## src/rtl/acc_pkg.sv

```systemverilog
// Shared AXI constants and write-master state encoding for the accelerator datapath.
package acc_pkg;

  localparam int          WORD_BYTE      = 64;
  localparam logic [2:0]  AXI_SIZE_64B   = 3'd6;
  localparam logic [1:0]  AXI_BURST_INCR = 2'b01;
  localparam logic [1:0]  AXI_RESP_OKAY  = 2'b00;

  typedef enum logic [2:0] {
    ST_IDLE,
    ST_CALC,
    ST_AW,
    ST_W,
    ST_B,
    ST_DONE
  } wr_state_e;

endpackage

```

## src/rtl/axi_wr_master_burst_calc.sv

```systemverilog
// Burst sizing: min(beats remaining, MAX_BURST, beats left before the next 4 KB boundary).
module burst_calc #(
  parameter int MAX_BURST = 16
) (
  input  logic [31:0] beats_left_i,
  input  logic [5:0]  blk_i,
  output logic [8:0]  burst_beats_o
);

  logic [8:0] beats_sat;
  logic [8:0] to_4k;
  logic [8:0] lim;

  always_comb begin
    // Anything above 256 beats is clamped to the largest possible AXI burst first.
    beats_sat = (|beats_left_i[31:8]) ? 9'd256 : {1'b0, beats_left_i[7:0]};
    to_4k     = 9'd64 - {3'd0, blk_i};
    lim       = (beats_sat < 9'(MAX_BURST)) ? beats_sat : 9'(MAX_BURST);
    if (to_4k < lim) lim = to_4k;
    burst_beats_o = lim;
  end

endmodule

```

## src/rtl/axi_wr_master.sv

```systemverilog
// Converts a (address, size) write request plus a 512-bit stream into AXI4 INCR bursts.
module axi_wr_master
  import acc_pkg::*;
#(
  parameter int DATA_W    = 512,
  parameter int ADDR_W    = 64,
  parameter int MAX_BURST = 16
) (
  input  logic                clk,
  input  logic                rst_n,
  input  logic                wmst_req,
  input  logic [ADDR_W-1:0]   wmst_addr,
  input  logic [63:0]         wmst_xfer_size,
  output logic                wmst_done,
  output logic                wmst_err,
  input  logic [DATA_W-1:0]   s_tdata,
  input  logic                s_tvalid,
  output logic                s_tready,
  output logic                m_axi_awvalid,
  input  logic                m_axi_awready,
  output logic [ADDR_W-1:0]   m_axi_awaddr,
  output logic [7:0]          m_axi_awlen,
  output logic [2:0]          m_axi_awsize,
  output logic [1:0]          m_axi_awburst,
  output logic                m_axi_wvalid,
  input  logic                m_axi_wready,
  output logic [DATA_W-1:0]   m_axi_wdata,
  output logic [DATA_W/8-1:0] m_axi_wstrb,
  output logic                m_axi_wlast,
  input  logic                m_axi_bvalid,
  output logic                m_axi_bready,
  input  logic [1:0]          m_axi_bresp
);

  wr_state_e         state_q, state_d;
  logic [ADDR_W-1:0] cur_addr_q, cur_addr_d;
  logic [31:0]       beats_left_q, beats_left_d;
  logic [8:0]        burst_q, burst_d;
  logic [ADDR_W-1:0] awaddr_q, awaddr_d;
  logic [7:0]        awlen_q, awlen_d;
  logic [7:0]        beat_cnt_q, beat_cnt_d;
  logic              err_q, err_d;
  logic [8:0]        calc_beats;
  logic [31:0]       req_beats;
  logic              wlast_w;

  burst_calc #(.MAX_BURST(MAX_BURST)) u_burst_calc (
    .beats_left_i  (beats_left_q),
    .blk_i         (cur_addr_q[11:6]),
    .burst_beats_o (calc_beats)
  );

  // Oversized requests saturate rather than silently wrapping the beat count.
  assign req_beats = (|wmst_xfer_size[63:38]) ? 32'hFFFF_FFFF
                   : wmst_xfer_size[37:6] + {31'd0, |wmst_xfer_size[5:0]};

  assign wlast_w = (state_q == ST_W) && (beat_cnt_q == awlen_q);

  always_comb begin
    state_d      = state_q;
    cur_addr_d   = cur_addr_q;
    beats_left_d = beats_left_q;
    burst_d      = burst_q;
    awaddr_d     = awaddr_q;
    awlen_d      = awlen_q;
    beat_cnt_d   = beat_cnt_q;
    err_d        = err_q;
    unique case (state_q)
      ST_IDLE: begin
        if (wmst_req) begin
          cur_addr_d   = {wmst_addr[ADDR_W-1:6], 6'b0};
          beats_left_d = req_beats;
          err_d        = |wmst_addr[5:0];
          state_d      = ST_CALC;
        end
      end
      ST_CALC: begin
        if (beats_left_q == 32'd0) begin
          state_d = ST_DONE;
        end else begin
          burst_d  = calc_beats;
          awaddr_d = cur_addr_q;
          awlen_d  = calc_beats[7:0] - 8'd1;
          state_d  = ST_AW;
        end
      end
      ST_AW: begin
        if (m_axi_awready) begin
          beat_cnt_d = '0;
          state_d    = ST_W;
        end
      end
      ST_W: begin
        if (s_tvalid && m_axi_wready) begin
          beat_cnt_d = beat_cnt_q + 8'd1;
          if (wlast_w) state_d = ST_B;
        end
      end
      ST_B: begin
        if (m_axi_bvalid) begin
          beats_left_d = beats_left_q - 32'(burst_q);
          cur_addr_d   = cur_addr_q + ADDR_W'({burst_q, 6'b0});
          if (m_axi_bresp != AXI_RESP_OKAY) err_d = 1'b1;
          state_d = ST_CALC;
        end
      end
      ST_DONE: state_d = ST_IDLE;
      default: state_d = ST_IDLE;
    endcase
  end

  always_ff @(posedge clk or negedge rst_n) begin
    if (!rst_n) begin
      state_q      <= ST_IDLE;
      cur_addr_q   <= '0;
      beats_left_q <= '0;
      burst_q      <= '0;
      awaddr_q     <= '0;
      awlen_q      <= '0;
      beat_cnt_q   <= '0;
      err_q        <= 1'b0;
    end else begin
      state_q      <= state_d;
      cur_addr_q   <= cur_addr_d;
      beats_left_q <= beats_left_d;
      burst_q      <= burst_d;
      awaddr_q     <= awaddr_d;
      awlen_q      <= awlen_d;
      beat_cnt_q   <= beat_cnt_d;
      err_q        <= err_d;
    end
  end

  // Write data is a zero-latency pass-through of the stream while in W.
  assign m_axi_awvalid = (state_q == ST_AW);
  assign m_axi_awaddr  = awaddr_q;
  assign m_axi_awlen   = awlen_q;
  assign m_axi_awsize  = AXI_SIZE_64B;
  assign m_axi_awburst = AXI_BURST_INCR;
  assign m_axi_wvalid  = (state_q == ST_W) && s_tvalid;
  assign s_tready      = (state_q == ST_W) && m_axi_wready;
  assign m_axi_wdata   = s_tdata;
  assign m_axi_wstrb   = '1;
  assign m_axi_wlast   = wlast_w;
  assign m_axi_bready  = (state_q == ST_B);
  assign wmst_done     = (state_q == ST_DONE);
  assign wmst_err      = err_q;

endmodule

```

## config.mk

```make
export PLATFORM = sky130hd
export DESIGN_NAME = axi_wr_master
export DESIGN_NICKNAME = d
export VERILOG_FILES = /design/src/rtl/acc_pkg.sv /design/src/rtl/axi_wr_master_burst_calc.sv /design/src/rtl/axi_wr_master.sv
export SDC_FILE = /design/constraint.sdc
export NUM_CORES = 1
export LEC_CHECK = 0
export CAP_MARGIN = 5
export CORE_AREA = 8 8 508 510
export DETAILED_ROUTE_END_ITERATION = 6
export DIE_AREA = 0 0 516 518
export PLACE_DENSITY_LB_ADDON = 0.05
export REMOVE_ABC_BUFFERS = 1
export SETUP_SLACK_MARGIN = 0.2
export SLEW_MARGIN = 40
export SYNTH_ARGS = -nofsm -noshare
export SYNTH_HDL_FRONTEND = slang
export SYNTH_HIERARCHICAL = 1
export SYNTH_SLANG_ARGS = --single-unit
export TNS_END_PERCENT = 10
```

## constraint.sdc

```tcl
create_clock -name clk -period 4.05 [get_ports clk]
set_input_delay 0.81 -clock clk [delete_from_list [all_inputs] [get_ports clk]]
set_output_delay 0.81 -clock clk [all_outputs]
set_load 0.02 [all_outputs]
```

==> qor.yml, run 1 <==
status:
  outcome: "finished clean"
final_layout:
  syn_to_final_growth_pct: 21.89
  seq_area_sq_mm: 0.004434
  nNetsFinal: 2281
  fill_cells: 29380
  multi_input_area_sq_mm: 0.006769
  layout-drive-gt1-share_pct: 14.75
grt:
  grt_pass1_wl_um: 420500
  track_usage_pct: 27.63
  grt_max_degree: 75
  antenna_found_initial: 20
  overflow: 0
  grt_pass1_vias: 13880
power:
  power_leakage_nw: 6.029
  ir_drop_v: 0.0003390
  p_total_w: 0.01356
  power_density_mw_per_mm2: 709.9
setup_path:
  endpoint_kind: "flip-flop"
  crit_required_ps: 4460
  critPathLaunchType: "flip-flop"
  cp_max_fo: 4
  critical_path_class: "reg -> reg"
  critPathArrivalTime_ps: 4080
synth:
  synth_flop_cell: "dfrtp_1"
  synth.distinct_cells: 80
  ys_warn_count: 6
  postSynthAreaPerCell_sq_um: 8.460
  async_flop_share_pct: 100.0
  ys_seq_area_share_pct: 28.27
  synthCells: 1852
  synth_edf_count: 0
  synth_seq_cells: 177
  syn_area_sq_mm: 0.01567
clocking:
  cts_hold_buf: 0
  root_buffer: "clkbuf_16"
  clk_latency_ps: 570
  htree_levels: 4
  tritoncts: "yes"
  numClockSinks: 177
  cts_buffers: 17
  clockBufferDepth: 2
  cts.reportedPaths.clkPinSlew_ps: 100
routing:
  vias_per_cell: 3.153
  drt_pre_antenna_iters: 5
  drc: 0
  post_drt_wl_per_cell_um: 77.52
  via_count: 15660
  totalWireLength_um: 385000
  ant_nets: 0
  drt_iter0_drc: 1566
sta:
  slew_headroom_pct: 44.04
  min_period_over_period_pct: 90.81
  setup_ws_ps: 372.3
  tightestPinTransition_ps: 833.0
  finalHoldViolations: 0
  final-max-slew-violation-count: 0
  rsz0062_at_grt: "yes"
  skew_ps: 33.11
  max_freq_ghz: 0.2719
  setup_violations: 0
  post-route-min-period_ps: 3678
floorplanning:
  die_w_um: 516
  die-area_sq_mm: 0.2673
  row_count: 184
  start_util_pct: 6.267
  coreArea_sq_mm: 0.2500
  io_pins: 1309
  die_y_um: 518
place:
  gp_congestion: 1.301
  place_hpwl_um: 363400
  port_buffers: 209
  dp_worst_setup_slack_ps: -49.96
worst_hold_path:
  hp-class: "in -> async"
run:
  cap_viol_max_count: 0
[cells in the final DEF (no fill, tap or decap), drive strengths merged, types with 7 or more instances in the layout]
cell type and n:
a211oi 31, a21oi 61, a22oi 8, a311oi 13, a31oi 14, and2 8
and3 16, buf 101, clkbuf 18, clkdlybuf4s50 208, conb 79, dfrtp 177
ha 29, inv 42, mux2 60, mux2i 8, nand2 120, nand2b 11
nand3 54, nand4 40, nor2 113, nor3 49, nor4 42, o211ai 12
o21a 11, o21ai 74, o22a 7, o22ai 16, o32ai 9, or3 19
xnor2 31, xor2 28
[final timing paths]
path,slack [ps],depth (start not counted),startpoint,end
max,370,14,beats_left_q[30],m_axi_awlen[6]
min,190,1,rst_n,beat_cnt_q[1]
max reg2reg,370,14,beats_left_q[30],m_axi_awlen[6]
min reg2reg,510,1,m_axi_awaddr[37],m_axi_awaddr[37]
max in group asynchronous,2930,2,rst_n,m_axi_awaddr[55]
min in group clk,510,1,m_axi_awaddr[37],m_axi_awaddr[37]
[Yosys cell counts (19+ instances only)]
cell type,n,area share (%)
a211oi_1,31,1.5
a21oi_1,61,1.9
buf_4,590,28
clkbuf_1,48,1.1
dfrtp_1,177,28
ha_1,29,2.3
inv_1,35,0.84
mux2_2,59,4.2
nand2_1,120,2.9
nand3_1,54,1.7
nand4_1,40,1.6
nor2_1,112,2.7
nor3_1,49,1.6
nor4_1,38,1.5
o21ai_0,74,2.4
or3_1,19,0.76
xnor2_1,31,1.7
xor2_1,28,1.6
[sequential cells by signal, indices dropped and copies added (netlist names)]
name          count
beat_cnt_q        8
cur_addr_q       58
burst_q           9
state_q           3
beats_left_q     32
m_axi_awlen       8
m_axi_awaddr     58
wmst_err          1
[critical path, stage by stage (launching register included)]
cell and delay, ps:
dfrtp_2 470, nor4_4 270, nand4_1 290, nor2_4 270
nand2_1 120, ha_1 320, a211oi_1 220, o21ai_1 130
and2_1 190, a21oi_2 190, o211ai_1 240, nor4_2 400
nand2_1 110, xor2_1 180, a21oi_1 100
[power by group]
part / leakage [nW] / total, W / internal (W) / switching [W]
Combinational: 3.74 / 0.00775 / 0.00303 / 0.00472
Clock: 0.298 / 0.00207 / 0.000993 / 0.00108
Sequential: 1.99 / 0.00373 / 0.00258 / 0.00115
[repair_timing]
item / 4_1_cts / 5_1_grt
buffers inserted: 1 / 4
setup endpoints to repair: 5 / 7
pin swaps: 2 / 5
gates resized for setup: 5 / 8
[layer usage]
layer / vias up / track usage [%] / wire (um)
met4: 68 / 13.36 / 23700
met2: 2812 / 45.68 / 179000
met3: 196 / 42.71 / 124100
met1: 7246 / 10.69 / 53560
met5: - / 13.34 / 4616
li1: 5341 / - / -
[stage by stage]
stage          setup TNS, ps  cell area, sq um  cells  hold slack, ps  util, %
3_5_place_dp          -101.3             18370   4925           493.9    7.345
6_report                   0             19100   4967           189.1    7.639
4_1_cts                    0             19030   4958           146.5    7.610
5_1_grt                    0             19090   4962           167.6    7.634
3_3_place_gp          -363.4             18340   4925           501.7    7.336
2_1_floorplan        -163490             11230   1272           466.2        -
[logic make-up after synthesis]
kind of cell | synth area share, %
fa+ha+maj | 2.571
flops | 28.27
buf+inv | 31.01
other cells | 0.09580
simple gates | 16.39
xor+xnor | 3.298
compound gates | 13.53
mux | 4.847
[cell type report]
cell class	instances	share of cell area (%)
Multi-Input combinational cell	1059	35.44
Antenna cell	5	0.06551
Clock buffer	17	2.227
Timing Repair Buffer	310	15.36
Clock inverter	15	1.048
Inverter	36	0.7075
Sequential cell	177	23.22
Tap cell	3348	21.93
Power figures use the tool's default switching activity.
==> inputs of run 2 (changes only) <==
--- a/config.mk
+++ b/config.mk
@@ -6,9 +6,11 @@
 export NUM_CORES = 1
 export LEC_CHECK = 0
 export CAP_MARGIN = 5
-export CORE_AREA = 8 8 508 510
+export CELL_PAD_IN_SITES_DETAIL_PLACEMENT = 0
+export CELL_PAD_IN_SITES_GLOBAL_PLACEMENT = 1
+export CORE_AREA = 8 8 506 508
 export DETAILED_ROUTE_END_ITERATION = 6
-export DIE_AREA = 0 0 516 518
+export DIE_AREA = 0 0 514 516
 export PLACE_DENSITY_LB_ADDON = 0.05
 export REMOVE_ABC_BUFFERS = 1
 export SETUP_SLACK_MARGIN = 0.2
==> run 2 against run 1 <==
Clock skew down 8.4 ps; clock power about the same; global-route usage up 0.64 points; combinational power up 4.8%; sequential power down 3%; final cell count about the same; clock-buffer cell count up 4; worst setup slack worse by 7.6 ps; utilization up 0.12 points; critical endpoint is now m_axi_awlen[7]; total power up 1.8%; highest routed layer unchanged.
==> qor.yml, run 2 (same netlist as run 1, synthesis figures left out) <==
sta:
  finalHoldViolations: 0
  setup_violations: 0
  min_period_over_period_pct: 91.00
  final-max-slew-violation-count: 0
  max_freq_ghz: 0.2713
  skew_ps: 24.66
  post-route-min-period_ps: 3685
  tightestPinTransition_ps: 797.9
  slew_headroom_pct: 46.81
  rsz0062_at_grt: "yes"
  setup_ws_ps: 364.6
final_layout:
  mostFrequentLayoutCells: "208 x clkdlybuf4s50_1, 176 x dfrtp_1, 118 x nand2_1"
  final_area_sq_mm: 0.01922
  post-route-util_pct: 7.758
  final_common_cell: "clkdlybuf4s50_1"
  syn_to_final_growth_pct: 22.67
  layout-drive-gt1-share_pct: 15.26
  nNetsFinal: 2299
setup_path:
  critPathLaunchType: "flip-flop"
  endpoint_kind: "flip-flop"
  crit_required_ps: 4540
  critical_path_class: "reg -> reg"
  rr_worst_depth: 14
  critPathArrivalTime_ps: 4170
  cp_max_fo: 4
routing:
  drc: 0
  totalWireLength_um: 390100
  vias_per_cell: 3.145
  via_count: 15630
  ant_nets: 0
  post_drt_wl_per_cell_um: 78.49
  drt_pre_antenna_iters: 5
  drt_iter0_drc: 1498
floorplanning:
  die-area_sq_mm: 0.2652
  die_w_um: 514
  die_y_um: 516
  row_count: 183
  coreArea_sq_mm: 0.2477
  start_util_pct: 6.325
  io_pins: 1309
place:
  gp_congestion: 1.229
  place_hpwl_um: 367700
  port_buffers: 209
  dp_worst_setup_slack_ps: 56.69
  place_area_sq_mm: 0.01852
clocking:
  cts.reportedPaths.clkPinSlew_ps: 100
  root_buffer: "clkbuf_16"
  clockBufferDepth: 2
  numClockSinks: 177
  clk_latency_ps: 570
  cts_hold_buf: 0
  tritoncts: "yes"
  htree_levels: 4
  cts_buffers: 17
status:
  outcome: "finished clean"
run:
  cap_viol_max_count: 0
power:
  clock_power_share_pct: 14.8
  comb_power_share_pct: 58.9
  power.switching_w: 0.007072
  internal-power_w: 0.006726
  power_leakage_nw: 6.129
  seq_power_share_pct: 26.3
  ir_drop_v: 0.0004125
  swShare_pct: 51.25
  power_density_mw_per_mm2: 717.9
grt:
  track_usage_pct: 28.27
  grt_pass1_wl_um: 425700
  antenna_found_initial: 29
  grt_max_degree: 89
  grt_pass1_vias: 14100
  overflow: 0
worst_hold_path:
  hp-class: "in -> async"
[run 2: critical path, stage by stage (launching register included)]
cell	delay, ps
dfrtp_1	400
nor4_2	360
nand4_1	300
nor2_4	290
nand2_1	140
ha_1	330
a211oi_2	210
o21ai_1	140
and2_1	190
a21oi_2	190
o211ai_1	260
nor4_2	360
nand2_1	120
xor2_1	160
a21oi_1	140
[run 2: power by group through the flow]
stage               sequential [W]  combinational, W  clock, W
finish                     0.00363           0.00812   0.00205
global route               0.00377           0.00878   0.00220
CTS                        0.00366           0.00820   0.00218
detailed placement         0.00369           0.00812         0
global placement           0.00369           0.00824         0
floorplan                  0.00362           0.00363         0
[run 2: timing repair]
| action | in CTS | in global routing |
|---|---|---|
| buffers inserted | 1 | 1 |
| hold endpoints to repair | 0 | 0 |
| resized for setup | 4 | 8 |
| endpoints found under the setup margin | 4 | 8 |
| pin swaps | 1 | 6 |
[run 2: worst paths after layout]
path / from / endpoint / slack, ps
setup / recovery: beats_left_q[9] / m_axi_awlen[7] / 360
hold / removal: rst_n / beat_cnt_q[1] / 210
hold reg to reg: m_axi_awaddr[35] / m_axi_awaddr[35] / 510
setup reg to reg: beats_left_q[9] / m_axi_awlen[7] / 360
min in group clk: m_axi_awaddr[35] / m_axi_awaddr[35] / 510
max in group asynchronous: rst_n / m_axi_awaddr[15] / 3070
[run 2: layout make-up]
type	count	area, sq um
sequential	177	4431
clock inverter	11	127.6
tap	3330	4167
multi-input combinational	1059	6770
fill	29100	228500
antenna	8	20.02
clock buffer	21	470.5
timing repair buffer	328	3100
inverter	36	135.1
[run 2: routing by layer]
metal  routed length, um  vias to the layer above  track usage, %
li1                    -                     5383               -
met5                4405                        -           11.47
met2              175600                     2694           45.54
met1               54380                     7184           10.76
met3              122700                      280           42.98
met4               33030                       90           18.66
[run 2: per-stage QoR]
stage	instances	total power (W)	hold slack [ps]	setup TNS (ps)
after floorplan	1272	0.007252	466.2	-163490
after global placement	4928	0.01194	501.4	0
after detailed placement	4928	0.01182	499.3	0
after CTS	4961	0.01403	192.2	0
after global routing	4965	0.01475	208.5	0
final	4970	0.01380	208.0	0
==> inputs of run 3 (changes only) <==
--- a/config.mk
+++ b/config.mk
@@ -5,6 +5,7 @@
 export SDC_FILE = /design/constraint.sdc
 export NUM_CORES = 1
 export LEC_CHECK = 0
+export ABC_CLOCK_PERIOD_IN_PS = 4150
 export CAP_MARGIN = 5
 export CELL_PAD_IN_SITES_DETAIL_PLACEMENT = 0
 export CELL_PAD_IN_SITES_GLOBAL_PLACEMENT = 1
==> constraint.sdc (replaced) <==
create_clock -name clk -period 4.15 [get_ports clk]
set_input_delay 0.83 -clock clk [delete_from_list [all_inputs] [get_ports clk]]
set_output_delay 0.83 -clock clk [all_outputs]
set_load 0.02 [all_outputs]
==> run 3 against run 2 <==
Wire length is 0.23% lower; combinational power shrank 3.4%; first-iteration DRC count up 0.87%; clock skew up 1.1 ps; flip-flop and latch count unchanged; via count is essentially flat; final area decreased by 0.34%; sequential share of layout area increased by 0.080 points; final cell count is 0.20% lower; critical endpoint is now m_axi_wlast.
==> qor.yml, run 3 (same netlist as run 1, synthesis figures left out) <==
status:
  outcome: "finished clean"
final_layout:
  multi_input_area_sq_mm: 0.006790
  layout-drive-gt1-share_pct: 14.70
  final_common_cell: "clkdlybuf4s50_1"
  seq_area_sq_mm: 0.004431
  nNetsFinal: 2286
  post-route-util_pct: 7.732
  mostFrequentLayoutCells: "208 x clkdlybuf4s50_1, 176 x dfrtp_1, 117 x nand2_1"
  syn_to_final_growth_pct: 22.25
  fill_cells: 29090
setup_path:
  crit_slowest_cell: "clkdlybuf4s50_1"
  critical_path.top_delay_family: "simple AND/OR/NAND/NOR gates"
  cp_max_fo: 7
  critical_path_class: "reg -> out"
  crit_required_ps: 3320
  r2r_end: "m_axi_awlen[6]"
  rr_worst_depth: 15
  r2r_start: "beats_left_q[27]"
  crit_chain: "inv_1, nor2_1, and2_1, and3_1, clkdlybuf4s50_1"
  critPathArrivalTime_ps: 2790
  r2r_slack_ps: 550
  endpoint_kind: "primary output"
  path_buf_inv: 2
  critPathLaunchType: "flip-flop"
  crit_path_max_incr_delay_ps: 630
floorplanning:
  io_pins: 1309
  row_count: 183
  die_w_um: 514
  start_util_pct: 6.325
  coreArea_sq_mm: 0.2477
  die_y_um: 516
  die-area_sq_mm: 0.2652
sta:
  rsz0062_at_grt: "no"
  finalHoldViolations: 0
  slew_headroom_pct: 48.52
  holdWs_ps: 265.2
  tightestPinTransition_ps: 772.2
  final.setup.tns_ps: 0
  min_period_over_period_pct: 87.14
  skew_ps: 25.77
  setup_violations: 0
  max_freq_ghz: 0.2765
  final-max-slew-violation-count: 0
  post-route-min-period_ps: 3616
place:
  gp_congestion: 1.229
  place_hpwl_um: 367200
  port_buffers: 209
grt:
  grt_pass1_wl_um: 425600
  overflow: 0
  track_usage_pct: 28.24
  antenna_found_initial: 28
  grt_pass1_vias: 14390
  grt_max_degree: 75
clocking:
  tritoncts: "yes"
  cts.reportedPaths.clkPinSlew_ps: 100
  clk_latency_ps: 570
  numClockSinks: 177
  cts_buffers: 17
  htree_levels: 4
  clockBufferDepth: 2
  cts_hold_buf: 0
  root_buffer: "clkbuf_16"
routing:
  ant_nets: 0
  drt_pre_antenna_iters: 5
  totalWireLength_um: 389200
  drc: 0
  vias_per_cell: 3.152
  drt_iter0_drc: 1511
  via_count: 15640
  post_drt_wl_per_cell_um: 78.47
power:
  ir_drop_v: 0.0003996
  power_density_mw_per_mm2: 698.4
  power_leakage_nw: 6.085
worst_hold_path:
  hp-class: "in -> async"
run:
  cap_viol_max_count: 0
==> run 3: routing by layer <==
layer | share of wire (%) | vias to the layer above | global-route usage (%)
met2 | 45 | 2733 | 45.70
met4 | 8.3 | 84 | 18.40
met5 | 1.3 | - | 13.61
met1 | 14 | 7179 | 10.62
met3 | 31 | 295 | 42.72
li1 | - | 5345 | -
==> run 3: report_power, final <==
| group | internal, W | total [W] | leakage (nW) | switching (W) |
|---|---|---|---|---|
| sequential | 0.00251 | 0.00356 | 1.99 | 0.00104 |
| clock | 0.000942 | 0.00198 | 0.294 | 0.00104 |
| combinational | 0.00314 | 0.00784 | 3.80 | 0.00470 |
| total | 0.00659 | 0.0134 | 6.09 | 0.00678 |
==> run 3: how the worst max path moves through the flow <==
stage,from,end,depth (start not counted)
detailed placement,beats_left_q[24],m_axi_awlen[6],15
finish,state_q[1],m_axi_wlast,5
global route,beats_left_q[27],m_axi_awlen[6],16
global placement,beats_left_q[24],m_axi_awlen[6],15
floorplan,state_q[2],beats_left_q[29],6
CTS,beats_left_q[16],m_axi_awlen[6],14
==> run 3: cell type report <==
class                           instances  area share (%)
Antenna cell                           11          0.1437
Clock buffer                           21           2.456
Clock inverter                         11          0.6597
Inverter                               36          0.7055
Multi-Input combinational cell       1059           35.45
Sequential cell                       177           23.13
Tap cell                             3330           21.75
Timing Repair Buffer                  315           15.70
==> run 3: repair_timing <==
| action | 4_1_cts | 5_1_grt |
|---|---|---|
| endpoints found under the setup margin | 6 | 7 |
| pin swaps | 0 | 7 |
| gates resized for setup | 1 | 11 |
| buffers inserted | 0 | 2 |
| hold endpoints to repair | 0 | 0 |
==> run 3: metrics by stage <==
step | std cells | power (W) | cell area, sq um | setup WS, ps
2_1_floorplan | 1272 | 0.007077 | 11230 | -3470
3_3_place_gp | 4915 | 0.01166 | 18420 | -6.106
3_5_place_dp | 4915 | 0.01153 | 18430 | -14.82
4_1_cts | 4947 | 0.01367 | 19040 | 115.4
5_1_grt | 4952 | 0.01438 | 19130 | 221.5
6_report | 4960 | 0.01338 | 19150 | 533.8
==> run 3: worst reg2reg max path: cells and delay by family, from the launching register on <==
kind                     cells  cell delay, ps
AND/OR/NAND/NOR              7            1510
AO/OA/AOI/OAI                5             880
flip-flops                   1             440
adder cells (fa/ha/maj)      1             300
XOR/XNOR                     1             170
buffers and inverters        1             160
